**src/rtl/bus_trace_buffer_if.sv**
```systemverilog
// Bus-side and stream-side signals of the bus trace buffer.
// The capture inputs and the byte-stream handshake are grouped here.
interface bus_trace_buffer_if;
  logic [15:0] addr;
  logic [7:0]  data;
  logic        rd;
  logic        wr;
  logic        cs;
  logic        halt;
  logic [7:0]  out_data;
  logic        out_valid;
  logic        out_ready;
  logic        dumping;
  logic        overflow;

  modport slave (
    input  addr, data, rd, wr, cs, halt, out_ready,
    output out_data, out_valid, dumping, overflow
  );

  modport master (
    output addr, data, rd, wr, cs, halt, out_ready,
    input  out_data, out_valid, dumping, overflow
  );
endinterface

```
**src/rtl/bus_trace_buffer.sv**
```systemverilog
// Ring buffer of CPU bus strobe events.
// On a rising halt it replays the history oldest-first as 4-byte records over valid/ready.
module bus_trace_buffer #(
  parameter int unsigned DEPTH_LOG2 = 4
) (
  input  logic              clk,
  input  logic              reset,
  bus_trace_buffer_if.slave bus
);
  localparam int unsigned DEPTH = 1 << DEPTH_LOG2;
  localparam int unsigned PW    = DEPTH_LOG2;
  localparam int unsigned CW    = DEPTH_LOG2 + 1;

  typedef enum logic [1:0] {IDLE, SEND, DONE} state_t;

  state_t        state_q, state_d;
  logic [PW-1:0] wptr_q, wptr_d, rptr_q, rptr_d;
  logic [CW-1:0] count_q, count_d;
  logic [1:0]    idx_q, idx_d;
  logic [7:0]    out_data_q, out_data_d;
  logic          out_valid_q, out_valid_d;
  logic          overflow_q, overflow_d;
  logic          rd_q, wr_q, halt_q;
  logic [25:0]   mem [DEPTH];

  logic          capture, halt_rise, cap_we;
  logic [PW-1:0] rptr_nx;

  function automatic logic [7:0] pick(input logic [25:0] e, input logic [1:0] i);
    case (i)
      2'd0:    pick = {6'b111000, e[25:24]};
      2'd1:    pick = e[23:16];
      2'd2:    pick = e[15:8];
      default: pick = e[7:0];
    endcase
  endfunction

  assign capture   = bus.cs & ((bus.rd & ~rd_q) | (bus.wr & ~wr_q));
  assign halt_rise = bus.halt & ~halt_q;
  assign cap_we    = (state_q == IDLE) && capture;
  assign rptr_nx   = rptr_q + PW'(1);

  always_comb begin
    state_d     = state_q;
    wptr_d      = wptr_q;
    rptr_d      = rptr_q;
    count_d     = count_q;
    idx_d       = idx_q;
    out_data_d  = out_data_q;
    out_valid_d = out_valid_q;
    overflow_d  = overflow_q;
    case (state_q)
      IDLE: begin
        if (capture) begin
          wptr_d = wptr_q + PW'(1);
          if (count_q == CW'(DEPTH)) begin
            rptr_d     = rptr_nx;
            overflow_d = 1'b1;
          end else begin
            count_d = count_q + CW'(1);
          end
        end
        // Decide on the post-capture count so a same-cycle event is dumped too.
        if (halt_rise) state_d = (count_d != '0) ? SEND : DONE;
      end
      SEND: begin
        if (!out_valid_q) begin
          out_data_d  = pick(mem[rptr_q], 2'd0);
          out_valid_d = 1'b1;
          idx_d       = 2'd0;
        end else if (bus.out_ready) begin
          if (idx_q == 2'd3) begin
            rptr_d  = rptr_nx;
            count_d = count_q - CW'(1);
            idx_d   = 2'd0;
            if (count_q == CW'(1)) begin
              state_d     = DONE;
              out_valid_d = 1'b0;
            end else begin
              // Preload the next record's flags byte so entry boundaries have no bubble.
              out_data_d = pick(mem[rptr_nx], 2'd0);
            end
          end else begin
            idx_d      = idx_q + 2'd1;
            out_data_d = pick(mem[rptr_q], idx_q + 2'd1);
          end
        end
      end
      DONE: begin
        if (!bus.halt) begin
          state_d    = IDLE;
          overflow_d = 1'b0;
          wptr_d     = '0;
          rptr_d     = '0;
        end
      end
      default: state_d = IDLE;
    endcase
  end

  always_ff @(posedge clk or posedge reset) begin
    if (reset) begin
      state_q     <= IDLE;
      wptr_q      <= '0;
      rptr_q      <= '0;
      count_q     <= '0;
      idx_q       <= '0;
      out_data_q  <= '0;
      out_valid_q <= 1'b0;
      overflow_q  <= 1'b0;
      rd_q        <= 1'b0;
      wr_q        <= 1'b0;
      halt_q      <= 1'b0;
    end else begin
      state_q     <= state_d;
      wptr_q      <= wptr_d;
      rptr_q      <= rptr_d;
      count_q     <= count_d;
      idx_q       <= idx_d;
      out_data_q  <= out_data_d;
      out_valid_q <= out_valid_d;
      overflow_q  <= overflow_d;
      rd_q        <= bus.rd;
      wr_q        <= bus.wr;
      halt_q      <= bus.halt;
    end
  end

  always_ff @(posedge clk) begin
    if (cap_we) mem[wptr_q] <= {bus.wr, bus.rd, bus.addr, bus.data};
  end

  assign bus.out_data  = out_data_q;
  assign bus.out_valid = out_valid_q;
  assign bus.dumping   = (state_q == SEND);
  assign bus.overflow  = overflow_q;
endmodule

```
**src/flat_wrapper.sv**
```systemverilog
// flat-port wrapper written by rule: the top's interface ports become plain ports
module bus_trace_buffer_flat 
#(
  parameter int unsigned DEPTH_LOG2 = 4
)
  (clk, reset, bus_addr, bus_data, bus_rd, bus_wr, bus_cs, bus_halt, bus_out_ready, bus_out_data, bus_out_valid, bus_dumping, bus_overflow);
  bus_trace_buffer_if bus_i ();
  input  logic clk;
  input  logic reset;
  input wire logic [$bits(bus_i.addr)-1:0] bus_addr;
  input wire logic [$bits(bus_i.data)-1:0] bus_data;
  input wire logic [$bits(bus_i.rd)-1:0] bus_rd;
  input wire logic [$bits(bus_i.wr)-1:0] bus_wr;
  input wire logic [$bits(bus_i.cs)-1:0] bus_cs;
  input wire logic [$bits(bus_i.halt)-1:0] bus_halt;
  input wire logic [$bits(bus_i.out_ready)-1:0] bus_out_ready;
  output wire logic [$bits(bus_i.out_data)-1:0] bus_out_data;
  output wire logic [$bits(bus_i.out_valid)-1:0] bus_out_valid;
  output wire logic [$bits(bus_i.dumping)-1:0] bus_dumping;
  output wire logic [$bits(bus_i.overflow)-1:0] bus_overflow;
  assign bus_i.addr = bus_addr;
  assign bus_i.data = bus_data;
  assign bus_i.rd = bus_rd;
  assign bus_i.wr = bus_wr;
  assign bus_i.cs = bus_cs;
  assign bus_i.halt = bus_halt;
  assign bus_i.out_ready = bus_out_ready;
  assign bus_out_data = bus_i.out_data;
  assign bus_out_valid = bus_i.out_valid;
  assign bus_dumping = bus_i.dumping;
  assign bus_overflow = bus_i.overflow;
  bus_trace_buffer #(.DEPTH_LOG2(DEPTH_LOG2)) u_core (.clk(clk), .reset(reset), .bus(bus_i));
endmodule
```
**config.mk**
```make
export PLATFORM = sky130hd
export DESIGN_NAME = bus_trace_buffer_flat
export DESIGN_NICKNAME = d
export VERILOG_FILES = /design/src/rtl/bus_trace_buffer_if.sv /design/src/rtl/bus_trace_buffer.sv /design/src/flat_wrapper.sv
export SDC_FILE = /design/constraint.sdc
export NUM_CORES = 1
export LEC_CHECK = 0
export CELL_PAD_IN_SITES_DETAIL_PLACEMENT = 0
export CELL_PAD_IN_SITES_GLOBAL_PLACEMENT = 1
export CORE_ASPECT_RATIO = 1.75
export CORE_MARGIN = 10
export CORE_UTILIZATION = 51
export CTS_BUF_LIST = sky130_fd_sc_hd__clkbuf_4 sky130_fd_sc_hd__clkbuf_8
export DETAILED_ROUTE_END_ITERATION = 10
export GPL_ROUTABILITY_DRIVEN = 0
export PLACE_DENSITY_LB_ADDON = 0.2
export SYNTH_ARGS = -nofsm -noshare
export SYNTH_HDL_FRONTEND = slang
export SYNTH_SLANG_ARGS = --single-unit
```
**constraint.sdc**
```tcl
create_clock -name clk -period 2.5 [get_ports clk]
set_input_delay 0.375 -clock clk [delete_from_list [all_inputs] [get_ports clk]]
set_output_delay 0.375 -clock clk [all_outputs]
set_load 0.1 [all_outputs]
```
==> reports/metrics.yaml <==
routing:
  vias_per_cell: 6.10
  vias: 9252
  drt_first_iter_violations: 799
  drc: 0
  ant_nets: 0
  drt_pass1_iterations: 5
  wl_per_cell_um: 28.9
  routed_wl_um: 43900
sta:
  slew_headroom_pct: 50.8
  rsz0062_at_grt: "true"
  skew_ns: 0.0245
  holdWs_ns: 0.453
  fmax_mhz: 406
  finalCriticalPeriod_ns: 2.46
  setup_viol: 0
  tightestPinTransition_ns: 0.736
  final_max_slew_viol_count: 0
  min_period_over_period_pct: 98.6
  finalHoldViolations: 0
  fin_setup_tns_ns: 0
global_routing:
  track_usage_pct: 20.4
  grt_first_pass_wirelength_um: 65300
  grt-ovfl-total: 0
  antenna_found_initial: 0
  grt_max_degree: 39
  grt_pass1_vias: 10000
outcome:
  status: "complete, no violations"
synth:
  syn_avg_cell_area_um2: 20.6
  synth-edff-count: 416
  synth_area_um2: 17900
  synthDistinctLibCells: 53
  syn_nets: 913
  synth-warning-count: 0
  seq_area_frac_synth_pct: 73.9
  synth_ff_type: "edfxtp_1"
  async_flop_share_pct: 6.73
  synthesis.instances: 869
  ys_ff_latch: 446
die:
  rows: 90
  ios: 42
  die_h_um: 268
  die_w_um: 162
  start_util_pct: 51.8
  die_area_um2: 43300
  core_um2: 34600
power_and_ir_drop:
  p_total_mw: 21.8
  p_leak_nw: 6.96
  p_per_area_nw_per_um2: 1040
  ir_drop_mv: 0.612
job:
  max_cap_violations: 0
critical_path:
  r2r_setup_slack_ns: 0.04
  crit_top_cell: "a31oi_1"
  rr_worst_depth: 7
  cpPeakStageDelay_ns: 0.57
  crit_slowest_cell: "mux4_2"
  critPathCapture: "u_core.bus.out_data[7]$_DFFE_PP0P_"
  r2r-end: "u_core.bus.out_data[7]$_DFFE_PP0P_"
  cp-end-kind: "flop"
  cp-startpoint: "u_core.rptr_q[0]$_DFFE_PP0P_"
  crit_path_start_kind: "flop"
  criticalPathCategory: "flop to flop"
  cp_top_family: "multiplexers"
  rr_startpoint: "u_core.rptr_q[0]$_DFFE_PP0P_"
  crit_cells: 7
  cp.arrival_ns: 2.95
  crit_buf_inv: 2
  path_max_fanout: 19
  path_cells: "buf_16, buf_4, mux4_2, mux2i_1, nor2_1, a31oi_1, a31oi_1"
  required_ns: 2.98
placement:
  port_buffers: 41
  hpwl_um: 27800
  dp.cells: 1403
layout:
  multi_input_area_um2: 4420
  fillers: 2467
  drive_above_1_share_pct: 31.5
  seq_area_um2: 13300
  finalNonFillerCells: 1517
  area_growth_pct: 17.4
  fin_util_pct: 60.9
  antenna_cells: 0
  fin_nets: 1054
clocking:
  numCtsBuffers: 59
  clk_latency_ns: 0.62
  cts.path.max_buffers: 3
  htreeDepth: 2
  clk_pin_slew_ns: 0.07
  cts_tree: "done"
  root_buffer: "clkbuf_8"
  cts.sinks: 446
worst_hold_path:
  min_path_cells: 2
  hp-class: "input pin to flop"
  hp-start: "bus_rd"
==> cell usage after synthesis (3+ instances only) <==
master / number / share of area [%]
clkbuf_1: 13 / 0.27
inv_1: 16 / 0.34
a21boi_0: 3 / 0.13
edfxtp_1: 416 / 70
o21ai_1: 3 / 0.084
mux4_2: 124 / 16
o21ai_0: 8 / 0.22
nor2b_1: 11 / 0.38
mux2_2: 7 / 0.44
or2_2: 3 / 0.10
buf_4: 5 / 0.21
buf_2: 18 / 0.50
o211ai_1: 8 / 0.34
a22oi_1: 8 / 0.34
nand2_1: 25 / 0.52
and2_1: 17 / 0.59
mux2i_1: 14 / 0.78
buf_1: 3 / 0.063
nor2_1: 21 / 0.44
nor4_1: 3 / 0.10
nor3_1: 7 / 0.20
a31oi_1: 12 / 0.42
ha_1: 13 / 0.91
nand3_1: 16 / 0.45
nand2b_1: 4 / 0.14
xnor2_1: 6 / 0.29
a21oi_1: 11 / 0.31
dfrtp_1: 30 / 4.2
o22ai_1: 10 / 0.35
==> report_power, final <==
part	switching [mW]	leakage (nW)	internal (mW)
Clock	2.59	0.678	3.15
Combinational	3.71	2.20	3.40
Sequential	0.410	4.09	8.52
Total	6.71	6.96	15.1
==> worst register-to-register path, stage by stage (launching register included) <==
cell	delay, ns
dfrtp_4	0.53
buf_16	0.22
buf_4	0.40
mux4_2	0.58
mux2i_1	0.18
nor2_1	0.06
a31oi_1	0.24
a31oi_1	0.13
==> metrics by stage <==
stage,instance area [µm²],setup WS (ns)
floorplan,17900,0.0350
global placement,19600,-0.328
detailed placement,19600,-0.268
CTS,20900,0.00477
global route,21000,-0.0580
finish,21000,0.0358
==> sequential cells by signal, indices dropped and copies added, names as in the netlist <==
register	cells
u_core.rd_q	1
u_core.count_q	5
u_core.state_q	2
u_core.bus.out_valid	1
u_core.bus.out_data	8
u_core.rptr_q	4
u_core.mem	416
u_core.bus.overflow	1
u_core.wptr_q	4
u_core.halt_q	1
u_core.wr_q	1
u_core.idx_q	2
==> placed cells by master, fill, tap and decap left out, types with 6 or more instances in the layout <==
master           instances
mux2_2                   7
clkbuf_4                19
a22oi_1                  8
a31oi_1                 12
dfrtp_1                 26
a21oi_1                 11
clkbuf_8                67
nand3_1                 16
clkinv_2                 9
clkinv_1                 9
inv_1                   16
o21ai_0                  8
nor3_1                   7
nor2b_1                 10
mux2i_1                 14
ha_1                    13
xnor2_1                  6
nand2_1                 25
edfxtp_1               416
clkdlybuf4s50_1         30
buf_12                  29
and2_1                  16
o22ai_1                 10
o211ai_1                 8
mux4_2                 124
buf_4                   55
nor2_1                  21
==> area by class of cell <==
cell class	instances	share of cell area (%)
Timing Repair Buffer	122	6.89
Sequential cell	446	63.0
Multi-Input combinational cell	364	21.0
Inverter	17	0.303
Clock inverter	22	0.969
Tap cell	460	2.74
Clock buffer	86	5.06
==> kinds of logic after synthesis <==
kind of cell / count (synthesis) / synth area share [%]
AOI/OAI and AO/OA: 81 / 3.06
xor gates and xnor gates: 7 / 0.342
adders and majority gates: 13 / 0.907
buffers and inverters: 59 / 1.56
DFF: 446 / 73.9
muxes: 147 / 16.9
and+or+nand+nor: 116 / 3.33
==> metal layers <==
metal,vias up,GRT usage [%],share of wire [%]
met2,380,36.5,54
met3,96,2.97,5.5
met1,4877,24.3,36
met4,0,8.59,4.1
met5,-,0,0
li1,3899,-,-
==> what timing repair did <==
item                       4_1_cts  5_1_grt
gates cloned                     0        2
pin swaps                        0        1
gates resized for setup          1        9
hold endpoints to repair         2        0
buffers inserted                 0        3
hold buffers                     1        0
setup endpoints to repair        1        7
==> worst min-delay path by stage <==
stage                                         endpoint
floorplan                      u_core.halt_q$_DFF_PP0_
global placement    u_core.bus.out_data[4]$_DFFE_PP0P_
detailed placement  u_core.bus.out_data[4]$_DFFE_PP0P_
CTS                              u_core.rd_q$_DFF_PP0_
global route                     u_core.rd_q$_DFF_PP0_
finish                           u_core.rd_q$_DFF_PP0_
Note: power is estimated with default switching activity, not from simulation.
